`src/rtl/regwrite_arbiter_pkg.sv`:
```
// Shared widths and the CGRA result FIFO entry format for the register-file write arbiter.
package regwrite_arbiter_pkg;

    localparam int unsigned REG_AW = 5;
    localparam int unsigned XLEN   = 32;
    localparam int unsigned POS_W  = 4;

    typedef struct packed {
        logic              valid;
        logic [REG_AW-1:0] addr;
        logic [XLEN-1:0]   data;
        logic [POS_W-1:0]  pos;
    } fifo_entry_t;

endpackage

```
`src/rtl/regwrite_fifo.sv`:
```
// Circular buffer of CGRA results with per-entry valid bits, address squash and address lookup.
module regwrite_fifo
    import regwrite_arbiter_pkg::*;
#(
    parameter int unsigned DEPTH = 4
) (
    input  logic              clk_i,
    input  logic              reset_n,
    input  logic              push_i,
    input  fifo_entry_t       push_entry_i,
    input  logic              pop_i,
    input  logic              squash_i,
    input  logic [REG_AW-1:0] squash_addr_i,
    input  logic [REG_AW-1:0] chk_addr_i,
    output logic              chk_hit_o,
    output fifo_entry_t       head_o,
    output logic              head_occ_o,
    output logic              full_o,
    output logic [3:0]        count_o
);

    localparam int unsigned PW = (DEPTH > 1) ? $clog2(DEPTH) : 1;
    localparam int unsigned CW = $clog2(DEPTH) + 1;
    localparam logic [CW-1:0] DepthC = CW'(DEPTH);

    fifo_entry_t       mem_q [DEPTH];
    fifo_entry_t       mem_d [DEPTH];
    logic [PW-1:0]     wr_ptr_q, rd_ptr_q;
    // Slot occupancy, including squashed slots still waiting to be dropped at the head.
    logic [CW-1:0]     used_q, used_d;

    always_comb begin
        for (int i = 0; i < DEPTH; i++) begin
            mem_d[i] = mem_q[i];
            if (squash_i && mem_q[i].addr == squash_addr_i) begin
                mem_d[i].valid = 1'b0;
            end
        end
        if (pop_i) begin
            mem_d[rd_ptr_q].valid = 1'b0;
        end
        // Written after the squash so a same-cycle CPU write cannot kill the newer result.
        if (push_i) begin
            mem_d[wr_ptr_q]       = push_entry_i;
            mem_d[wr_ptr_q].valid = 1'b1;
        end
        used_d = used_q + CW'(push_i) - CW'(pop_i);
    end

    always_ff @(posedge clk_i or negedge reset_n) begin
        if (!reset_n) begin
            for (int i = 0; i < DEPTH; i++) begin
                mem_q[i] <= '0;
            end
            wr_ptr_q <= '0;
            rd_ptr_q <= '0;
            used_q   <= '0;
        end else begin
            for (int i = 0; i < DEPTH; i++) begin
                mem_q[i] <= mem_d[i];
            end
            if (push_i) wr_ptr_q <= wr_ptr_q + 1'b1;
            if (pop_i)  rd_ptr_q <= rd_ptr_q + 1'b1;
            used_q <= used_d;
        end
    end

    always_comb begin
        count_o   = '0;
        chk_hit_o = 1'b0;
        for (int i = 0; i < DEPTH; i++) begin
            count_o = count_o + {3'b000, mem_q[i].valid};
            if (mem_q[i].valid && mem_q[i].addr == chk_addr_i) begin
                chk_hit_o = 1'b1;
            end
        end
    end

    assign head_o     = mem_q[rd_ptr_q];
    assign head_occ_o = (used_q != '0);
    assign full_o     = (used_q >= DepthC);

endmodule

```
`src/rtl/regwrite_arbiter.sv`:
```
// Merges CPU writeback and queued CGRA results onto one registered register-file write port.
module regwrite_arbiter
    import regwrite_arbiter_pkg::*;
#(
    parameter int unsigned DEPTH  = 4,
    parameter int unsigned STARVE = 4
) (
    input  logic              clk_i,
    input  logic              reset_n,
    input  logic              wb_we_i,
    input  logic [REG_AW-1:0] wb_addr_i,
    input  logic [XLEN-1:0]   wb_data_i,
    input  logic [POS_W-1:0]  wb_pos_i,
    input  logic              cgra_valid_i,
    output logic              cgra_ready_o,
    input  logic [REG_AW-1:0] cgra_addr_i,
    input  logic [XLEN-1:0]   cgra_data_i,
    input  logic [POS_W-1:0]  cgra_pos_i,
    input  logic [REG_AW-1:0] chk_addr_i,
    output logic              pending_hit_o,
    output logic              RegWrite_o,
    output logic [REG_AW-1:0] RDaddr_o,
    output logic [XLEN-1:0]   RDdata_o,
    output logic [POS_W-1:0]  is_pos_o,
    output logic [3:0]        fifo_count_o,
    output logic              cpu_stall_o
);

    localparam int unsigned SW = $clog2(STARVE + 1);
    localparam logic [SW-1:0] StarveMax = SW'(STARVE);

    fifo_entry_t       push_entry, head;
    logic              cpu_sel, fifo_sel, push, pop, head_occ, head_valid, head_squash;
    logic              full, fifo_hit;
    logic [SW-1:0]     starve_q, starve_d;
    logic              stall_d;
    logic              we_d;
    logic [REG_AW-1:0] addr_d;
    logic [XLEN-1:0]   data_d;
    logic [POS_W-1:0]  pos_d;

    assign cgra_ready_o = !full;
    assign cpu_sel      = wb_we_i && (wb_addr_i != '0);
    // Writes to x0 are handshaken but dropped.
    assign push         = cgra_valid_i && cgra_ready_o && (cgra_addr_i != '0);
    assign push_entry   = '{valid: 1'b1, addr: cgra_addr_i, data: cgra_data_i, pos: cgra_pos_i};
    assign head_valid   = head_occ && head.valid;
    assign fifo_sel     = !cpu_sel && head_valid;
    assign head_squash  = cpu_sel && head_valid && (head.addr == wb_addr_i);
    // Dead head slots are dropped while the port is busy or idle, never costing an issue slot.
    assign pop          = fifo_sel || head_squash || (head_occ && !head.valid);

    assign pending_hit_o = (chk_addr_i != '0) &&
                           (fifo_hit || (push && cgra_addr_i == chk_addr_i));

    regwrite_fifo #(
        .DEPTH(DEPTH)
    ) u_fifo (
        .clk_i        (clk_i),
        .reset_n      (reset_n),
        .push_i       (push),
        .push_entry_i (push_entry),
        .pop_i        (pop),
        .squash_i     (cpu_sel),
        .squash_addr_i(wb_addr_i),
        .chk_addr_i   (chk_addr_i),
        .chk_hit_o    (fifo_hit),
        .head_o       (head),
        .head_occ_o   (head_occ),
        .full_o       (full),
        .count_o      (fifo_count_o)
    );

    always_comb begin
        starve_d = starve_q;
        if (pop || fifo_count_o == '0) begin
            starve_d = '0;
        end else if (cpu_sel && starve_q != StarveMax) begin
            starve_d = starve_q + 1'b1;
        end
        stall_d = !cpu_stall_o && (starve_d == StarveMax);

        we_d   = 1'b0;
        addr_d = RDaddr_o;
        data_d = RDdata_o;
        pos_d  = is_pos_o;
        if (cpu_sel) begin
            we_d   = 1'b1;
            addr_d = wb_addr_i;
            data_d = wb_data_i;
            pos_d  = wb_pos_i;
        end else if (fifo_sel) begin
            we_d   = 1'b1;
            addr_d = head.addr;
            data_d = head.data;
            pos_d  = head.pos;
        end
    end

    always_ff @(posedge clk_i or negedge reset_n) begin
        if (!reset_n) begin
            starve_q    <= '0;
            cpu_stall_o <= 1'b0;
            RegWrite_o  <= 1'b0;
            RDaddr_o    <= '0;
            RDdata_o    <= '0;
            is_pos_o    <= '0;
        end else begin
            starve_q    <= starve_d;
            cpu_stall_o <= stall_d;
            RegWrite_o  <= we_d;
            RDaddr_o    <= addr_d;
            RDdata_o    <= data_d;
            is_pos_o    <= pos_d;
        end
    end

endmodule

```
`config.mk`:
```
export PLATFORM = sky130hd
export DESIGN_NAME = regwrite_arbiter
export DESIGN_NICKNAME = d
export VERILOG_FILES = /design/src/rtl/regwrite_arbiter_pkg.sv /design/src/rtl/regwrite_fifo.sv /design/src/rtl/regwrite_arbiter.sv
export SDC_FILE = /design/constraint.sdc
export NUM_CORES = 1
export LEC_CHECK = 0
export CAP_MARGIN = 40
export CORE_UTILIZATION = 56
export DETAILED_ROUTE_END_ITERATION = 8
export PLACE_DENSITY = 0.92
export SETUP_SLACK_MARGIN = 0.02
export SYNTH_ARGS = -nofsm -noshare
export SYNTH_HDL_FRONTEND = slang
export SYNTH_SLANG_ARGS = --single-unit
```
`constraint.sdc`:
```
create_clock -name clk_i -period 3.9 [get_ports clk_i]
set_input_delay 0.39 -clock clk_i [delete_from_list [all_inputs] [get_ports clk_i]]
set_output_delay 0.39 -clock clk_i [all_outputs]
set_load 0.005 [all_outputs]
```
==> impl_metrics.tcl <==
set metrics [dict create \
    regArea_um2 5530 \
    path_class "in2out" \
    drc 0 \
    multi_input_area_um2 4810 \
    die-area_um2 19900 \
    hold_class "in2async" \
    crit_path_end_kind "primary output" \
    ys_seq_elements 221 \
    cts_setup_buffers 0 \
    num-fill-cells 1282 \
    slew_headroom_pct 54.7 \
    crit_path_cell_trace "clkdlybuf4s50_1, or4_1, o21a_1, nand4_1, nor3_1, o22a_1, clkdlybuf4s50_1" \
    ys_seq_area_share_pct 51.1 \
    clk_path_buf_depth 3 \
    die_h_um 141 \
    p_comb_share_pct 40.2 \
    worstMarginPinSlew_ns 0.679 \
    drtPass1Iterations 4 \
    final_common_cell "dfrtp_1" \
    clockPowerShare_pct 20.3 \
    fin_tns_setup_ns 0 \
    period_needed_ns 3.29 \
    yosysWarnings 0 \
    ys_types 40 \
    clock_latency_ns 0.51 \
    antennaDiodeCount 0 \
    fin_crit_sh_pct 84.4 \
    initial_core_util_pct 57.4 \
    core-area_um2 18800 \
    drive_above_1_share_pct 29.5 \
    hold_slack_ns 0.410 \
    grt_pass1_vias 7114 \
    synthCells 768 \
    dp_hpwl_um 15300 \
    grt_pass1_wl_um 37300 \
    worst-path-max-fanout 6 \
    die_w_um 141 \
    leakagePower_nw 5.58 \
    io_buffers 138 \
    switching_share_pct 31.8 \
    avgSynthCellArea_um2 14.1 \
    p_int_w 0.00730 \
    netSwitchingPower_w 0.00340 \
    ioPinCount 140 \
    arrival_ns 2.90 \
    seq_power_share_pct 39.5 \
    cp.required_ns 3.51 \
    row_count 50 \
    worst_path_max_delay_cell "or4_1" \
    ant_nets 0 \
    detail_route.wl_per_cell_um 19.4 \
    grt_max_degree 126 \
    rsz0062_at_grt "false" \
    dpl_worst_slack_ns 0.460 \
    cts-htree-levels 1 \
    vias 6662 \
    skew_ns 0.0130 \
    wl_um 22700 \
    final_cell_mix "dfrtp_1, mux2_2, clkdlybuf4s50_1" \
    setup-violations-final 0 \
    gp_congestion 0.950 \
    power.density_nw_per_um2 819 \
    antenna_found_initial 0 \
    cts_root_buffer "clkbuf_16" \
    synthesis.area_um2 10800 \
    nNetsFinal 1005 \
    dr.first_iter.drc_count 319 \
    outcome "complete, no violations" \
    setup_ws_ns 0.609 \
    synthToLayoutAreaGrowth_pct 20.7 \
    cts_made_buffers 23 \
    slowest_delay_ns 0.82 \
    cp-start-kind "input pin" \
    syn_nets 875 \
    vias_per_cell 5.68 \
    ir_drop_v 0.000403 \
    finalHoldViolations 0 \
    cap_violations 0 \
    clock-sinks 221 \
    clock.fmax_ghz 0.304 \
    grt_overflow 0 \
    drv_slew 0 \
    tritoncts "built" \
    clkTransAtPathRegs_ns 0.06 \
    track_usage_pct 23.9 \
    crit_top_cell "clkdlybuf4s50_1" \
]
-- final cells by class --
cell class / count / area share (%)
Sequential cell: 221 / 42.4
Multi-Input combinational cell: 479 / 36.8
Timing Repair Buffer: 161 / 12.2
Clock buffer: 27 / 4.83
Tap cell: 260 / 2.49
Clock inverter: 13 / 0.949
Inverter: 12 / 0.345
-- what timing repair did --
action	CTS	global route
resized for setup	0	0
hold buffers	1	0
hold endpoints to repair	63	0
-- registers in the layout, summed over array words and instances, names as in the netlist --
name / flops
RDaddr_o: 5
u_fifo.mem_q: 168
u_fifo.used_q: 3
RDdata_o: 32
u_fifo.rd_ptr_q: 2
starve_q: 3
RegWrite_o: 1
u_fifo.wr_ptr_q: 2
is_pos_o: 4
cpu_stall_o: 1
-- layer usage --
layer | vias to the layer above | track usage [%] | part of all wire (%) | wire [µm]
met5 | - | 0 | 0 | 0
met4 | 0 | 6.81 | 2.1 | 474
met3 | 43 | 3.97 | 5.3 | 1210
met2 | 188 | 39.5 | 49 | 11200
met1 | 3419 | 32.9 | 43 | 9810
li1 | 3012 | - | - | -
-- power by group through the flow --
stage	clock (W)	combinational [W]	sequential [W]
after floorplan	0	0.00318	0.00398
after global placement	0	0.00416	0.00416
after detailed placement	0	0.00432	0.00423
after CTS	0.00222	0.00435	0.00421
after global routing	0.00232	0.00469	0.00435
final	0.00217	0.00430	0.00422
-- final timing paths --
path                       slack [ns]           endpoint  cells after the start                from
min in group clk_i               0.49   u_fifo.mem_q[68]                      1    u_fifo.mem_q[68]
max reg2reg                      0.78   u_fifo.used_q[2]                     11  u_fifo.rd_ptr_q[1]
max in group asynchronous        2.43  u_fifo.mem_q[141]                      3             reset_n
min                              0.41       RDdata_o[29]                      2             reset_n
max                              0.61      pending_hit_o                      7      cgra_addr_i[1]
min reg2reg                      0.49   u_fifo.mem_q[68]                      1    u_fifo.mem_q[68]
-- synth_stat cells (all sizes together) --
cell | number | area share (%)
clkbuf | 16 | 0.56
or4 | 3 | 0.24
xnor2 | 30 | 2.4
nor4 | 4 | 0.23
nor3 | 5 | 0.23
nand4 | 2 | 0.12
mux2i | 38 | 3.5
a41oi | 4 | 0.32
o21a | 1 | 0.069
a31oi | 5 | 0.29
buf | 40 | 3.5
ha | 14 | 1.6
conb | 1 | 0.035
nor4b | 1 | 0.14
inv | 12 | 0.42
or3 | 1 | 0.058
o41ai | 4 | 0.32
nor2b | 1 | 0.058
xor2 | 26 | 2.1
mux2 | 165 | 17
o211ai | 6 | 1.0
a21oi | 36 | 1.7
nand2 | 24 | 0.86
fa | 2 | 0.37
o22a | 1 | 0.081
nor2 | 46 | 1.6
o21ai | 3 | 0.28
o2bb2ai | 4 | 0.32
dfrtp | 221 | 51
mux4 | 42 | 8.7
nand3 | 10 | 0.46
-- worst max-delay path, delay by kind of cell --
family          cells  cell delay (ns)
simple gates        3             0.98
compound gates      2             0.56
buf+inv             2             0.97
-- cell families after synthesis --
kind of cell | after synthesis | synth area share, %
compound gates | 64 | 4.37
xor+xnor | 56 | 4.54
fa+ha+maj | 16 | 1.99
buf+inv | 68 | 4.49
flops | 221 | 51.1
mux | 245 | 29.4
other cells | 1 | 0.0347
simple gates | 97 | 3.99
-- through the flow --
step / total power, W / utilization [%] / instance area (µm²) / std cells
2_1_floorplan: 0.00716 / - / 10800 / 768
3_3_place_gp: 0.00832 / 65.2 / 12300 / 1132
3_5_place_dp: 0.00855 / 65.2 / 12300 / 1132
4_1_cts: 0.0108 / 69.3 / 13100 / 1173
5_1_grt: 0.0114 / 69.3 / 13100 / 1173
6_report: 0.0107 / 69.3 / 13100 / 1173
Note: power is estimated with default switching activity, not from simulation.
